$ cat src/rtl/instr_encode_loader_pkg.sv
// Shared constants for the instruction encode/loader: RV32I opcodes,
// request-kind encodings and the loader FSM state encoding.
package instr_encode_loader_pkg;

  localparam logic [6:0] OP_RTYPE  = 7'b0110011;
  localparam logic [6:0] OP_LOAD   = 7'b0000011;
  localparam logic [6:0] OP_STORE  = 7'b0100011;
  localparam logic [6:0] OP_BRANCH = 7'b1100011;

  typedef enum logic [1:0] {
    K_RTYPE  = 2'b00,
    K_LOAD   = 2'b01,
    K_STORE  = 2'b10,
    K_BRANCH = 2'b11
  } kind_e;

  typedef enum logic [1:0] {
    S_IDLE  = 2'b00,
    S_WRITE = 2'b01,
    S_DONE  = 2'b10
  } state_e;

endpackage

$ cat src/rtl/instr_encode_loader_packer.sv
// Combinational field packer: turns one field-level request into a
// 32-bit RV32I instruction word for the four supported opcode classes.
module instr_field_packer
  import instr_encode_loader_pkg::*;
(
  input  logic [1:0]  kind,
  input  logic [2:0]  funct3,
  input  logic        funct7b5,
  input  logic [4:0]  rd,
  input  logic [4:0]  rs1,
  input  logic [4:0]  rs2,
  input  logic [11:0] imm,
  output logic [31:0] word
);

  // Select the instruction layout by kind; branch imm already holds off[12:1].
  always_comb begin
    word = 32'h0;
    case (kind_e'(kind))
      K_RTYPE:  word = {1'b0, funct7b5, 5'b00000, rs2, rs1, funct3, rd, OP_RTYPE};
      K_LOAD:   word = {imm, rs1, funct3, rd, OP_LOAD};
      K_STORE:  word = {imm[11:5], rs2, rs1, funct3, imm[4:0], OP_STORE};
      K_BRANCH: word = {imm[11], imm[9:4], rs2, rs1, funct3, imm[3:0], imm[10], OP_BRANCH};
      default:  word = 32'h0;
    endcase
  end

endmodule

$ cat src/rtl/instr_encode_loader.sv
// Streams encoded instructions into instruction memory at sequential word
// addresses. One request accepted in IDLE, written in the following WRITE
// cycle, so sustained throughput is one instruction per two cycles.
module instr_encode_loader
  import instr_encode_loader_pkg::*;
#(
  parameter int DEPTH  = 64,
  parameter int ADDR_W = 6
) (
  input  logic              clk,
  input  logic              rst,
  input  logic              req_valid,
  output logic              req_ready,
  input  logic [1:0]        req_kind,
  input  logic [2:0]        req_funct3,
  input  logic              req_funct7b5,
  input  logic [4:0]        req_rd,
  input  logic [4:0]        req_rs1,
  input  logic [4:0]        req_rs2,
  input  logic [11:0]       req_imm,
  input  logic              req_last,
  input  logic              clear,
  output logic              imem_we,
  output logic [ADDR_W-1:0] imem_addr,
  output logic [31:0]       imem_wdata,
  output logic [ADDR_W:0]   count,
  output logic              done
);

  state_e            state;
  logic [ADDR_W-1:0] ptr;
  logic [ADDR_W:0]   cnt;
  logic [31:0]       wdata_q;
  logic              last_q;
  logic              done_q;
  logic [31:0]       packed_word;

  instr_field_packer u_packer (
    .kind     (req_kind),
    .funct3   (req_funct3),
    .funct7b5 (req_funct7b5),
    .rd       (req_rd),
    .rs1      (req_rs1),
    .rs2      (req_rs2),
    .imm      (req_imm),
    .word     (packed_word)
  );

  // Loader FSM: capture on handshake, write for one cycle, park in DONE
  // after the last request or when memory is full.
  always_ff @(posedge clk) begin
    if (rst) begin
      state   <= S_IDLE;
      ptr     <= '0;
      cnt     <= '0;
      wdata_q <= '0;
      last_q  <= 1'b0;
      done_q  <= 1'b0;
    end else begin
      case (state)
        S_IDLE: begin
          if (req_valid) begin
            wdata_q <= packed_word;
            last_q  <= req_last;
            state   <= S_WRITE;
          end
        end
        S_WRITE: begin
          ptr <= ptr + 1'b1;
          cnt <= cnt + 1'b1;
          if (last_q || (ptr == ADDR_W'(DEPTH - 1))) begin
            state  <= S_DONE;
            done_q <= 1'b1;
          end else begin
            state <= S_IDLE;
          end
        end
        S_DONE: begin
          if (clear) begin
            ptr    <= '0;
            cnt    <= '0;
            done_q <= 1'b0;
            state  <= S_IDLE;
          end
        end
        default: state <= S_IDLE;
      endcase
    end
  end

  // Write enable is gated by rst so a write caught by reset is dropped
  // in the same cycle rather than one cycle late.
  assign imem_we    = (state == S_WRITE) && !rst;
  assign req_ready  = (state == S_IDLE);
  assign imem_addr  = ptr;
  assign imem_wdata = wdata_q;
  assign count      = cnt;
  assign done       = done_q;

endmodule

$ cat config.mk
export PLATFORM = sky130hd
export DESIGN_NAME = instr_encode_loader
export DESIGN_NICKNAME = d
export VERILOG_FILES = /design/src/rtl/instr_encode_loader_pkg.sv /design/src/rtl/instr_encode_loader_packer.sv /design/src/rtl/instr_encode_loader.sv
export SDC_FILE = /design/constraint.sdc
export NUM_CORES = 1
export LEC_CHECK = 0
export ABC_AREA = 0
export BUFFER_PORTS_ARGS = -buffer_cell sky130_fd_sc_hd__buf_2
export CAP_MARGIN = 30
export CORE_MARGIN = 8
export CORE_UTILIZATION = 50
export DETAILED_ROUTE_END_ITERATION = 16
export GPL_ROUTABILITY_DRIVEN = 0
export PLACE_DENSITY = 0.9
export SETUP_SLACK_MARGIN = 0.5
export SLEW_MARGIN = 20
export SYNTH_ARGS = -nofsm -noshare
export SYNTH_HDL_FRONTEND = slang
export SYNTH_HIERARCHICAL = 1
export SYNTH_SLANG_ARGS = --single-unit
$ cat constraint.sdc
create_clock -name clk -period 1.61 [get_ports clk]
set_input_delay 0.2415 -clock clk [delete_from_list [all_inputs] [get_ports clk]]
set_output_delay 0.2415 -clock clk [all_outputs]
set_load 0.1 [all_outputs]
* After elaboration in Yosys (flattened, before gate mapping)
Cells that the tools add are included.
Cells by class: add/sub/neg operators 2, $mul 0, div/mod/pow operators 0, magnitude comparators 0, equal/unequal tests 9, shifts and indexed selects 0, muxes and demuxes 12, bitwise gates (word level) 0, reductions and logical operators 10
Operators by type and width (number):
- one-hot mux 32 bit (4 select lines) | 1
- one-hot mux 7 bit (2 select lines) | 1
- one-hot mux 6 bit (2 select lines) | 1
- adder 7 x 1 -> 7 bit (second input constant) | 1
- two-way mux 7 bit | 1
- adder 6 x 1 -> 6 bit (second input constant) | 1
- == test 2 bit (second input constant) | 3
- == test 6 bit (second input constant) | 1
- two-way mux 2 bit | 3
- two-way mux 6 bit | 1
- inequality test 2 bit (second input constant) | 3
- one-hot mux 2 bit (3 select lines) | 1
- AND reduction 2 bit | 3
- == test 2 x 1 -> 1 bit (second input constant) | 2
- zero test 2 bit | 2
- AND reduction 3 bit | 1
- two-way mux 1 bit | 2
- one-hot mux 1 bit (2 select lines) | 1
- nonzero test 2 bit | 1
- logical AND 1 bit | 1
- zero test 1 bit | 1
- logical OR 1 bit | 1
Word-level totals: bits in registers 49, latch bits 0, bits in writable memories 0, bits in read-only memories 0, logic and storage cells 39, memories kept 0

* Longest topological paths before layout
word-level depth 4, depth in mapped cells 6, gate-level depth less buffers 5

* Hierarchy
Netlist, hierarchy kept.
By module, submodules not included:
- instr_encode_loader | times used 1, cells an instance 203, area each 2067.0 um2, sequential area each 980.9 um2
- instr_field_packer | times used 1, cells an instance 61, area each 461.7 um2, sequential area each 0.0 um2

* Worst setup path after synthesis
No wires, ideal clock.
path type in2out, start point input port rst, end point output port imem_we, arrival time 2.022 ns, data required time 1.368 ns, path slack -0.653 ns, cell stages on the path 4, buffers on the path 3, path through buf_2 buf_2 buf_1 nor2_1
On the way: longest elaborated chain between the ends 2
Ends and longest elaborated chain:
- start: declaration | RTL line instr_encode_loader.sv:11 | input logic rst,
- zero test 1 bit | RTL line instr_encode_loader.sv:93 | assign imem_we = (state == S_WRITE) && !rst;
- logical AND 1 bit | RTL line instr_encode_loader.sv:93
- end: declaration | RTL line instr_encode_loader.sv:23 | output logic imem_we,
Every way passes these cells.

* Worst setup path after layout
start point register state[0], end point register wdata_q[20], in the netlist imem_wdata[20]
On the way: longest elaborated chain between the ends 2
Ends and longest elaborated chain:
- start: declaration | RTL line instr_encode_loader.sv:30 | state_e state;
- start signal: assignment | RTL line instr_encode_loader.sv:53 | state <= S_IDLE;
- start signal: assignment | RTL line instr_encode_loader.sv:65 | state <= S_WRITE;
- start signal: assignment | RTL line instr_encode_loader.sv:72 | state <= S_DONE;
- zero test 2 bit | RTL line instr_encode_loader.sv:60 | case (state)
- AND reduction 2 bit (no line)
- end signal: assignment | RTL line instr_encode_loader.sv:63 | wdata_q <= packed_word;
- end: declaration | RTL line instr_encode_loader.sv:33 | logic [31:0] wdata_q;
Every way passes these cells. A chain may end at the register's enable or synchronous reset.

==> results.yml <==
run_status:
  status: "finished clean"
final_layout:
  stdcell_count: 428
  nets: 397
  mostFrequentLayoutCells: "buf_12, nor2_1, mux2i_1, buf_2, dfxtp_2"
  fin_util_pct: 83.7
  num_antenna_cells: 0
  final_common_cell: "buf_12"
  synthToLayoutAreaGrowth_pct: 64.8
  drive_gt1_share_pct: 56.1
worst_setup_path:
  crit_slowest_cell: "dfxtp_4"
  critPathArrivalTime_ns: 1.70
  cp_top_family: "buffers and inverters"
  end_kind: "flip-flop"
  cpPeakStageDelay_ns: 0.35
  crit_type: "flip-flop to flip-flop"
  rr_startpoint: "state[0]"
  r2r-end: "imem_wdata[20]"
  cp-start-kind: "flip-flop"
  reg2reg_depth: 6
  path_max_fanout: 12
  critPathLaunch: "state[0]"
  r2r_slack_ns: 0.10
  path_cells: "buf_8, nor3b_4, buf_6, clkbuf_16, mux2i_1, nor2_1"
  critical_path_required_ns: 1.80
  critPathBufInv: 3
global_route:
  grt_max_degree: 25
  grt_pass1_wl_mm: 12.1
  grt-ovfl-total: 0
  first_global_vias: 2436
  antenna_found_initial: 0
  track_usage_pct: 20.2
die:
  die_h_um: 87.1
  num_io_pins: 86
  die_width_um: 87.1
  fp.dieArea_sq_um: 7590
  rows: 26
  core_region_area_sq_um: 4980
  start_util_pct: 50.8
route:
  first_iter_violations: 81
  dr_total_vias: 2371
  wl_per_cell_um: 20.3
  antenna_left: 0
  drt-total-wl_mm: 8.67
  drc: 0
  via_per_inst: 5.54
  dr.pass1.iters: 4
synthesis:
  syn_area_per_cell_sq_um: 9.58
  synth_edf_count: 0
  syn_inst: 264
  yosysTopAreaCellShare_pct: 38.8
  ys_dominant_reg_cell: "dfxtp_1"
  synth_seq_cells: 49
  ys_top_cells_by_area: "dfxtp_1, mux2i_1, nor2_1"
  syn_area_sq_um: 2530
  synth_top_area_cell: "dfxtp_1"
  synth_cell_types: 42
  yosysWarnings: 6
  ys_seq_area_share_pct: 38.8
  async_flop_share_pct: 0
cts:
  cts_tree: "built"
  cts_root_buffer: "clkbuf_8"
  clk_pin_slew_worst_paths_ns: 0.09
  clkSinkCount: 49
  htreeDepth: 2
  postCtsHoldBufs: 0
  cts_buffer_depth: 2
  clk_latency_ns: 0.30
  cts_buffers: 5
sta:
  finalHoldViolCount: 0
  rsz0062_at_grt: "yes"
  finalSetupTns_ns: 0
  drv_slew: 0
  period_share_pct: 93.8
  setup_viol: 0
  post-route-min-period_ns: 1.51
  clock.fmax_ghz: 0.662
  skew_ns: 0.00615
  fin_ws_ns: 0.101
hold_path:
  min_path_cells: 3
  hold_end: "imem_wdata[19]"
  hold_start: "req_rs1[4]"
  hp-class: "input pin to flip-flop"
place:
  placed_cells_incl_taps: 396
  dp_slack_ns: 0.219
  numPortBuffers: 85
  dp_hpwl_mm: 4.50
pwr:
  power.total_w: 0.00344
  leakage_nw: 1.81
  powerDensity_nw_per_um2: 826
  vdd_drop_max_v: 0.000601
job:
  maxCapViolations: 0
-- flip-flops by register name, summed over array words and instances (netlist names) --
signal / count
done: 1
last_q: 1
state: 2
imem_addr: 6
count: 7
imem_wdata: 32
-- worst max-delay path by stage --
stage                     slack, ns             end  cells after the start
after floorplan                0.15         imem_we                      3
after global placement         0.25         imem_we                      3
after detailed placement       0.22    imem_addr[4]                      4
after CTS                      0.16         imem_we                      3
after global routing           0.06   imem_wdata[4]                      6
final                          0.10  imem_wdata[20]                      6
-- cells in the mapped netlist (3+ instances only) --
master	number
a2111oi_0	3
nor3b_1	6
buf_6	3
and3_1	4
nand4_1	8
mux2_2	7
buf_4	17
nand2_1	8
dfxtp_1	49
buf_2	6
a21oi_1	17
mux2i_1	47
nor2_1	47
buf_12	3
-- layout make-up --
type | instances | area, sq um
clock inverters | 2 | 13.8
multi-input cells | 182 | 1390
inverters | 3 | 11.3
flip-flops and latches | 49 | 1090
well taps | 70 | 87.6
clock buffers | 6 | 82.6
fillers | 270 | 810
repair buffers | 116 | 1500
-- per-stage QoR --
stage                     hold slack (ns)  instance area (sq um)
after global routing                0.182                   4170
after global placement              0.458                   3030
after CTS                           0.172                   3800
final                               0.175                   4170
after floorplan                     0.389                   2690
after detailed placement            0.469                   3030
-- timing repair --
item	in CTS	in global routing
buffers inserted	14	5
pin swaps	1	4
gates cloned	1	4
endpoints found under the setup margin	97	97
gates resized for setup	156	52
-- worst min-delay path, cell delays in order --
cell	delay, ns
buf_2	0.08
mux2i_1	0.05
nor2_1	0.07
-- logic make-up (layout without fill, tap and decap cells) --
kind of cell             count (synthesis)  in the layout  synth area share, %
multiplexers                            56             56                 22.9
AO/OA/AOI/OAI                           33             33                 8.71
adder cells (fa/ha/maj)                  2              2                0.989
AND/OR/NAND/NOR                         86             86                 17.1
XOR/XNOR                                 1              1                0.346
other                                    2              4                0.297
buffers and inverters                   35            127                 10.8
flip-flops                              49             49                 38.8
-- metal layers --
layer  global-route usage, %  up-vias  wire [um]
li1                        -     1094          -
met1                    19.9     1143       3190
met2                    39.8      109       4730
met3                    5.66       25        511
met4                    5.16        0        238
met5                       0        -          0
-- where the power goes --
group | leakage, nW | total (W) | switching, W | internal, W
combinational | 1.33 | 0.00132 | 0.000790 | 0.000528
sequential | 0.427 | 0.00136 | 0.0000918 | 0.00127
clock | 0.0512 | 0.000757 | 0.000409 | 0.000349
total | 1.81 | 0.00344 | 0.00129 | 0.00215
No activity file was read; power rests on OpenSTA's default activity.
